<file path="config.mk">
export PLATFORM = sky130hd
export DESIGN_NAME = dummy_accelerator_dispatch
export DESIGN_NICKNAME = d
export VERILOG_FILES = /design/src/rtl/dummy_accelerator_dispatch.sv
export SDC_FILE = /design/constraint.sdc
export NUM_CORES = 1
export LEC_CHECK = 0
export ABC_AREA = 1
export CELL_PAD_IN_SITES_DETAIL_PLACEMENT = 1
export CELL_PAD_IN_SITES_GLOBAL_PLACEMENT = 2
export CORE_ASPECT_RATIO = 1.5
export CORE_MARGIN = 5
export CORE_UTILIZATION = 21
export DETAILED_ROUTE_END_ITERATION = 8
export GPL_TIMING_DRIVEN = 1
export PLACE_DENSITY_LB_ADDON = 0.1
export SLEW_MARGIN = 20
export SYNTH_ARGS = -nofsm -noshare
export SYNTH_HDL_FRONTEND = slang
export SYNTH_SLANG_ARGS = --single-unit
</file>
<file path="constraint.sdc">
create_clock -name clk_i -period 3.43 [get_ports clk_i]
set_input_delay 0.686 -clock clk_i [delete_from_list [all_inputs] [get_ports clk_i]]
set_output_delay 0.686 -clock clk_i [all_outputs]
set_load 0.02 [all_outputs]
</file>
<file path="src/rtl/dummy_accelerator_dispatch.sv">
// Dispatch front end: issues requests to N_UNITS in-order execution units and
// returns their results strictly in issue order through a small tracking FIFO.
module dummy_accelerator_dispatch #(
  parameter int WIDTH     = 32,
  parameter int IMM_WIDTH = 11,
  parameter int TAG_WIDTH = 8,
  parameter int N_UNITS   = 4,
  parameter int DEPTH     = 8,
  parameter int CTL_WIDTH = 4
) (
  input  logic                          clk_i,
  input  logic                          rst_i,
  input  logic                          flush_i,
  input  logic [CTL_WIDTH-1:0]          ctl_i,
  input  logic                          valid_i,
  output logic                          ready_o,
  input  logic [WIDTH-1:0]              rs1_value_i,
  input  logic [IMM_WIDTH-1:0]          imm_i,
  input  logic [TAG_WIDTH-1:0]          tag_i,
  output logic                          valid_o,
  input  logic                          ready_i,
  output logic [WIDTH-1:0]              result_o,
  output logic [TAG_WIDTH-1:0]          tag_o,
  output logic                          err_o,
  output logic [$clog2(DEPTH+1)-1:0]    outstanding_o,
  output logic [N_UNITS-1:0]            unit_valid_o,
  input  logic [N_UNITS-1:0]            unit_ready_i,
  output logic [WIDTH-1:0]              unit_rs1_o,
  output logic [IMM_WIDTH-1:0]          unit_imm_o,
  output logic [TAG_WIDTH-1:0]          unit_tag_o,
  output logic                          unit_flush_o,
  input  logic [N_UNITS-1:0]            unit_valid_i,
  output logic [N_UNITS-1:0]            unit_ready_o,
  input  logic [N_UNITS*WIDTH-1:0]      unit_result_i,
  input  logic [N_UNITS*TAG_WIDTH-1:0]  unit_tag_i
);

  localparam int PTR_W  = $clog2(DEPTH);
  localparam int CNT_W  = $clog2(DEPTH + 1);
  localparam int UIDX_W = (N_UNITS > 1) ? $clog2(N_UNITS) : 1;
  localparam logic [CTL_WIDTH:0] N_UNITS_L = (CTL_WIDTH + 1)'(N_UNITS);

  typedef struct packed {
    logic                 illegal;
    logic [UIDX_W-1:0]    unit;
    logic [TAG_WIDTH-1:0] tag;
  } entry_t;

  entry_t            fifo_q [DEPTH];
  logic [PTR_W-1:0]  wr_ptr_q, rd_ptr_q;
  logic [CNT_W-1:0]  count_q, count_d;

  logic              idle, full, empty, req_legal, head_live, push, pop;
  logic [N_UNITS-1:0] req_sel, head_sel;
  entry_t            head;
  logic [WIDTH-1:0]  head_result;
  logic [TAG_WIDTH-1:0] head_tag;
  logic              head_unit_valid;

  // Reset and flush both freeze every handshake for the cycle they are high.
  assign idle      = rst_i | flush_i;
  assign full      = (count_q == CNT_W'(DEPTH));
  assign empty     = (count_q == '0);
  assign req_legal = ({1'b0, ctl_i} < N_UNITS_L);
  assign head      = fifo_q[rd_ptr_q];
  assign head_live = !idle && !empty;

  for (genvar gi = 0; gi < N_UNITS; gi++) begin : g_sel
    assign req_sel[gi]  = (ctl_i == CTL_WIDTH'(gi));
    assign head_sel[gi] = (head.unit == UIDX_W'(gi));
  end

  always_comb begin
    head_result     = '0;
    head_tag        = '0;
    head_unit_valid = 1'b0;
    for (int k = 0; k < N_UNITS; k++) begin
      if (head_sel[k]) begin
        head_result     = unit_result_i[k*WIDTH +: WIDTH];
        head_tag        = unit_tag_i[k*TAG_WIDTH +: TAG_WIDTH];
        head_unit_valid = unit_valid_i[k];
      end
    end
  end

  assign ready_o      = !idle && !full && (!req_legal || |(req_sel & unit_ready_i));
  assign unit_valid_o = (!idle && valid_i && !full && req_legal) ? req_sel : '0;
  assign unit_rs1_o   = rs1_value_i;
  assign unit_imm_o   = imm_i;
  assign unit_tag_o   = tag_i;
  assign unit_flush_o = idle;

  // Illegal heads complete on their own; legal heads wait for their unit.
  assign valid_o      = head_live && (head.illegal || head_unit_valid);
  assign err_o        = head_live && head.illegal;
  assign result_o     = (head_live && !head.illegal) ? head_result : '0;
  assign tag_o        = !head_live ? '0 : (head.illegal ? head.tag : head_tag);
  assign unit_ready_o = (head_live && !head.illegal && ready_i) ? head_sel : '0;
  assign outstanding_o = count_q;

  assign push = valid_i && ready_o;
  assign pop  = valid_o && ready_i;

  always_comb begin
    count_d = count_q;
    case ({push, pop})
      2'b10:   count_d = count_q + CNT_W'(1);
      2'b01:   count_d = count_q - CNT_W'(1);
      default: count_d = count_q;
    endcase
  end

  always_ff @(posedge clk_i) begin
    if (rst_i) begin
      wr_ptr_q <= '0;
      rd_ptr_q <= '0;
      count_q  <= '0;
      for (int i = 0; i < DEPTH; i++) fifo_q[i] <= '0;
    end else if (flush_i) begin
      wr_ptr_q <= '0;
      rd_ptr_q <= '0;
      count_q  <= '0;
    end else begin
      if (push) begin
        fifo_q[wr_ptr_q] <= '{illegal: !req_legal, unit: ctl_i[UIDX_W-1:0], tag: tag_i};
        wr_ptr_q         <= wr_ptr_q + PTR_W'(1);
      end
      if (pop) rd_ptr_q <= rd_ptr_q + PTR_W'(1);
      count_q <= count_d;
    end
  end

endmodule

</file>
==> key figures, run 1 <==
Status
  – Status: finished clean

Critical path
  – Worst Setup Start Kind: input port
  – WP data arrival: 2590 ps
  – Worst setup EP type: primary output
  – CP Data Required Time: 2740 ps
  – Critical Path Source: flush_i
  – Crit Path Class: in2out
  – Crit path max fanout: 5

Hold path
  – Min-delay src: rd_ptr_q[2]
  – Min-Delay Path Class: reg2reg

Global routing
  – Largest net degree at the start of global routing: 30
  – Global-route wire length before repair: 42.6 mm
  – Vias in the first global route: 6,868
  – All-Layer GR Usage: 16.2%
  – Initial antenna violation count: 2
  – Congestion Overflow GR: 0

STA
  – Worst Tran Pin Value: 383 ps
  – Clock skew: 11.1 ps
  – Setup violators final: 0
  – Final min period: 3280 ps
  – Hold Violations, Final: 0
  – Setup TNS: 0 ps
  – RSZ-0062 raised after global routing: yes
  – Maximum clock frequency: 0.305 GHz
  – Max-slew headroom: 74.2%
  – Final slew viol count: 0
  – Final Cycle Share: 95.6%

Cells and area
  – Multi-input logic area: 0.00281 mm^2
  – Register area: 0.00290 mm^2
  – Layout cells sized above 1: 14.5%
  – Final #Nets: 1,284
  – Non-Filler Instances: 1,462
  – Most common cell after layout, fill and taps aside: clkdlybuf4s50_1
  – Most frequent cells in the layout: clkdlybuf4s50_1, nand2_1, nor2_1
  – Area grow syn2layout: 48.3%
  – # fillers: 3,703

Clock network
  – Root Driver: clkbuf_16
  – Clock sinks: 101
  – Htree depth: 3
  – Number of buffers created by CTS: 9
  – Clk slew on worst S/H paths: 70 ps
  – Deepest clock path buffer count: 2
  – Clk_lat worst skew: 370 ps
  – CTS tree: built

Synthesis
  – Synth Area in Compound Gates: 16.5%
  – Avg Cell Area, Syn: 7.94 um^2
  – XOR/XNOR Fraction of Synth Area: 0.267%
  – Netlist Area Pre-Place: 0.00655 mm^2
  – Main combinational cell family by area after synthesis: simple AND/OR/NAND/NOR gates
  – Adder-Cell Fraction of Synth Area: 1.26%
  – Register area share after synthesis: 44.3%
  – Multiplexer share of the synthesized area: 0%
  – Post-Syn Instances: 825
  – Post-synthesis register bit count: 101
  – Synth Net Count: 1,059
  – Synth Area in Simple Gates: 24.0%
  – Post-synth EDFFs: 88
  – Post-synth cell types: 42
  – Post-synthesis async set-or-reset flop share: 0%
  – Main synth FF type: edfxtp_1
  – Yosys warning count: 0

Route
  – Initial DRT Pass Iterations: 4
  – Vias: 6,560
  – Detailed-route wire length per cell: 19.8 um
  – Initial DRC count: 255
  – DRC: 0
  – Post-route ant nets: 0
  – Vias/cell: 4.49
  – Post-Route WL: 29.0 mm

Floorplanning
  – Die Y: 226 um
  – Starting Density: 21.2%
  – Die width: 154 um
  – Num rows: 79
  – Core area: 0.0309 mm^2
  – Die area: 0.0349 mm^2
  – Ports: 335

Power and ir drop
  – Power density of the placed cells: 308 mW/mm^2
  – Leak pwr: 0.00394 uW
  – Power Total: 2990 uW
  – Maximum vdd drop: 0.252 mV

Run
  – # Max-Cap Violations: 0

Placed design
  – Port Buffers: 248
  – DP Cell Count: 1,442
  – GPL Wtd Cong: 0.808
  – HPWL after detailed placement: 23.6 mm
-- routing by layer --
metal | vias up | global-route usage [%] | wire (um)
li1 | 3185 | - | -
met1 | 3092 | 17.9 | 10900
met2 | 251 | 30.2 | 15300
met3 | 32 | 3.95 | 2070
met4 | 0 | 5.39 | 727
met5 | - | 0 | 0
-- state kept, by name (all words and copies together) (netlist names), named ones only --
| register | cells |
|---|---|
| fifo_q | 88 |
| rd_ptr_q | 3 |
| outstanding_o | 4 |
| wr_ptr_q | 3 |
-- path summary, 6_finish.rpt --
kind | to | slack, ps | depth (start not counted)
hold reg to reg | rd_ptr_q[2] | 500 | 2
setup / recovery | tag_o[1] | 150 | 12
hold / removal | rd_ptr_q[2] | 500 | 2
setup reg to reg | outstanding_o[3] | 330 | 25
-- power breakdown --
part / total [uW] / internal [uW] / switching (uW)
registers: 1380 / 1370 / 11.1
logic: 578 / 310 / 268
clock network: 1030 / 517 / 514
total: 2990 / 2200 / 792
-- worst max-delay path, stage by stage --
cell and delay [ps]:
clkdlybuf4s50_1 440, nor2_4 140, inv_2 60, a31oi_4 180, inv_1 110, buf_4 140
nor2_2 130, inv_2 70, buf_12 130, buf_4 130, o21ai_2 200, buf_6 160
-- what timing repair did --
action                                  CTS  global route
buffers inserted                          0             2
hold buffers                              0             0
endpoints found under the setup margin   44            39
gates resized for setup                  68            59
pin swaps                                 1             3
-- Yosys cell counts (10+ instances only) --
cell type,n,area [um^2]
nand2_1,159,597
nor2_1,158,593
edfxtp_1,88,2640
o21ai_0,72,360
buf_4,59,443
inv_1,50,188
a21oi_1,49,245
buf_2,19,95.1
clkbuf_1,15,56.3
o21ai_1,15,75.1
dfxtp_1,13,260
nand3_1,13,65.1
a31oi_1,12,75.1
a22oi_1,10,75.1
-- kinds of logic after synthesis --
| group | count (synthesis) |
|---|---|
| adder cells (fa/ha/maj) | 6 |
| flip-flops | 101 |
| AO/OA/AOI/OAI | 187 |
| XOR/XNOR | 2 |
| AND/OR/NAND/NOR | 372 |
| buffers and inverters | 157 |
-- cell type report --
type,count,share of cell area (%)
Antenna cell,2,0.0515
Clock buffer,9,2.32
Clock inverter,7,0.760
Inverter,57,2.28
Multi-Input combinational cell,567,28.9
Sequential cell,101,29.9
Tap cell,405,5.22
Timing Repair Buffer,314,30.6
-- through the flow --
step	setup slack [ps]	utilization [%]	cell area (um^2)	hold slack, ps
finish	152	31.4	9720	500
global route	-26.2	31.4	9720	557
CTS	-25.7	31.5	9740	509
detailed placement	-357	30.5	9450	499
global placement	-325	30.5	9450	494
floorplan	353	-	6550	466
(Power assumes the default switching activity.)
==> inputs of run 2 (changes only) <==
- CORE_UTILIZATION: 21 -> 23
- clock period: 3.43 -> 4.1 ns (I/O delays scaled with it)
==> run 2 against run 1 <==
Effect of this change:
- register-to-register slack improved by 390 ps
- sequential power fell by 16%
- final cell count fell by 5.6%
- sequential share of layout area rose by 0.67 points
- cell area fell by 2.2%
- hold slack got worse by 7.4 ps
- die area fell by 8.2%
- clock skew fell by 0.87 ps
- clock-buffer cell count rose by 2
- setup slack got worse by 30 ps
- utilization rose by 2.5 points
==> key figures, run 2 (synthesis results as in run 1) <==
Global routing
  – All-Layer GR Usage: 17.5% (+1.3 points)
  – Global-route wire length before repair: 42.5 mm (-0.16%)
  – Largest net degree at the start of global routing: 35 (+17%)
  – Vias in the first global route: 6,851 (-0.25%)
  – Initial antenna violation count: 4 (+2)
  – Congestion Overflow GR: 0 (unchanged)

Placed design
  – DP Cell Count: 1,358 (-5.8%)
  – Setup WS pre-CTS: -23.7 ps (+333 ps)
  – GPL Wtd Cong: 0.772 (-4.4%)
  – HPWL after detailed placement: 22.6 mm (-4.2%)
  – Placed inst area: 0.00910 mm^2 (-3.6%)
  – Port Buffers: 248 (unchanged)

Critical path
  – R2R setup slack: 720 ps (+390 ps)
  – WP data arrival: 3160 ps (+570 ps)
  – RR Endpoint: outstanding_o[3]
  – Worst r2r path cells: 22 (-12%)
  – Crit Path Class: in2out
  – Crit path max fanout: 22 (+17)
  – CP Data Required Time: 3280 ps (+540 ps)
  – Worst setup EP type: primary output
  – Worst Setup Start Kind: input port

Route
  – Detailed-route wire length per cell: 20.9 um (+5.3%)
  – Vias: 6,482 (-1.2%)
  – DRC: 0 (unchanged)
  – Initial DRC count: 245 (-3.9%)
  – Post-Route WL: 28.8 mm (-0.58%)
  – Initial DRT Pass Iterations: 4 (unchanged)
  – Vias/cell: 4.70 (+4.7%)
  – Post-route ant nets: 0 (unchanged)

Cells and area
  – Most common cell after layout, fill and taps aside: clkdlybuf4s50_1
  – Layout Utilization: 33.9% (+2.5 points)
  – # fillers: 3,347 (-9.6%)
  – Final #Nets: 1,260 (-1.9%)
  – Area grow syn2layout: 45.1%
  – Finished Cell Area: 0.00951 mm^2 (-2.2%)
  – Layout cells sized above 1: 9.51% (-5.0 points)
  – Max reg flops: 88 (unchanged)
  – Most flop-heavy register: fifo_q
  – Most frequent cells in the layout: clkdlybuf4s50_1, nand2_1, nor2_1
  – Non-Filler Instances: 1,380 (-5.6%)

Run
  – # Max-Cap Violations: 0 (unchanged)

Floorplanning
  – Ports: 335 (unchanged)
  – Core area: 0.0281 mm^2 (-9.3%)
  – Starting Density: 23.3% (+2.2 points)
  – Num rows: 75 (-5.1%)
  – Die Y: 217 um (-4.3%)
  – Die width: 148 um (-4.2%)
  – Die area: 0.0320 mm^2 (-8.2%)

STA
  – Final min period: 3980 ps
  – Clock skew: 10.2 ps (-0.870 ps)
  – Final Cycle Share: 97.0%
  – Crit path setup slack, layout: 122 ps (-29.6 ps)
  – Maximum clock frequency: 0.251 GHz
  – RSZ-0062 raised after global routing: no
  – Setup TNS: 0 ps (unchanged)
  – Max-slew headroom: 51.2% (-23 points)
  – Final slew viol count: 0 (unchanged)
  – Setup violators final: 0 (unchanged)
  – Hold Violations, Final: 0 (unchanged)
  – Worst Tran Pin Value: 730 ps (+348 ps)

Power and ir drop
  – Power density of the placed cells: 267 mW/mm^2 (-13%)
  – Leak pwr: 0.00376 uW (-4.5%)
  – Maximum vdd drop: 0.159 mV (-37%)

Clock network
  – Htree depth: 3 (unchanged)
  – Clk_lat worst skew: 350 ps (-20 ps)
  – Clk slew on worst S/H paths: 60 ps (about the same)
  – Deepest clock path buffer count: 2 (unchanged)
  – Number of buffers created by CTS: 9 (unchanged)
  – Clock sinks: 101 (unchanged)
  – Root Driver: clkbuf_16
  – Hold-fix buffers, CTS: 0 (unchanged)
  – CTS tree: built

Status
  – Status: finished clean

Hold path
  – Hold depth: 2 (unchanged)
  – Min-delay src: rd_ptr_q[2]
  – Min-Delay Path Class: reg2reg
## run 2: cell count changes in the layout (fill, tap and decap cells not counted), sizes merged, moves of 2 or more
cell,change
clkdlybuf4s50,+37
buf,-30
dlygate4sd2,-17
clkbuf,-16
dlymetal6s2s,+5
inv,-3
bufinv,+2
clkinv,-2
## run 2: cell type report
type	count	area, um^2	share of cell area [%]
repair buffers	290	2850	30.0
clock inverters	5	81.3	0.855
flip-flops and latches	101	2900	30.5
well taps	346	433	4.55
inverters	57	225	2.37
multi-input cells	567	2780	29.2
clock buffers	11	233	2.45
diodes	3	7.51	0.0790
## run 2: per-stage QoR
stage / hold slack [ps] / total power, uW
4_1_cts: 499 / 2570
3_5_place_dp: 491 / 1640
2_1_floorplan: 466 / 1420
6_report: 492 / 2540
5_1_grt: 519 / 2640
3_3_place_gp: 482 / 1640
## run 2: worst max path at each step
stage,endpoint,slack [ps],cells after the start,from
5_1_grt,tag_o[1],0.8,10,rst_i
6_report,result_o[26],120,11,flush_i
2_1_floorplan,tag_o[1],760,7,flush_i
3_5_place_dp,unit_ready_o[2],-20,11,flush_i
4_1_cts,result_o[27],7,11,flush_i
3_3_place_gp,result_o[11],6,11,flush_i
## run 2: worst max-delay path, cell delays in order
cell and delay, ps:
clkdlybuf4s50_1 440, nor2_4 160, inv_2 50, a31oi_2 150
buf_4 170, inv_1 80, nor2_4 180, buf_12 180
o21ai_0 100, a31oi_1 170, clkdlybuf4s50_1 630
## run 2: timing repair
item	CTS	global route
gates resized for setup	8	10
setup buffers	3	0
pin swaps	0	0
endpoints found under the setup margin	20	39
endpoints found under the hold margin	0	0
## run 2: report_power, final
group	internal, uW	total [uW]	switching, uW	leakage (uW)
combinational	242	461	219	0.00259
clock	538	918	380	0.000152
sequential	1150	1160	9.44	0.00102
total	1930	2540	608	0.00376
## run 2: metal layers
metal,GRT usage (%),share of wire [%]
met3,5.14,7.8
met1,20.1,41
met5,0,0.024
met4,4.98,1.6
met2,31.4,50
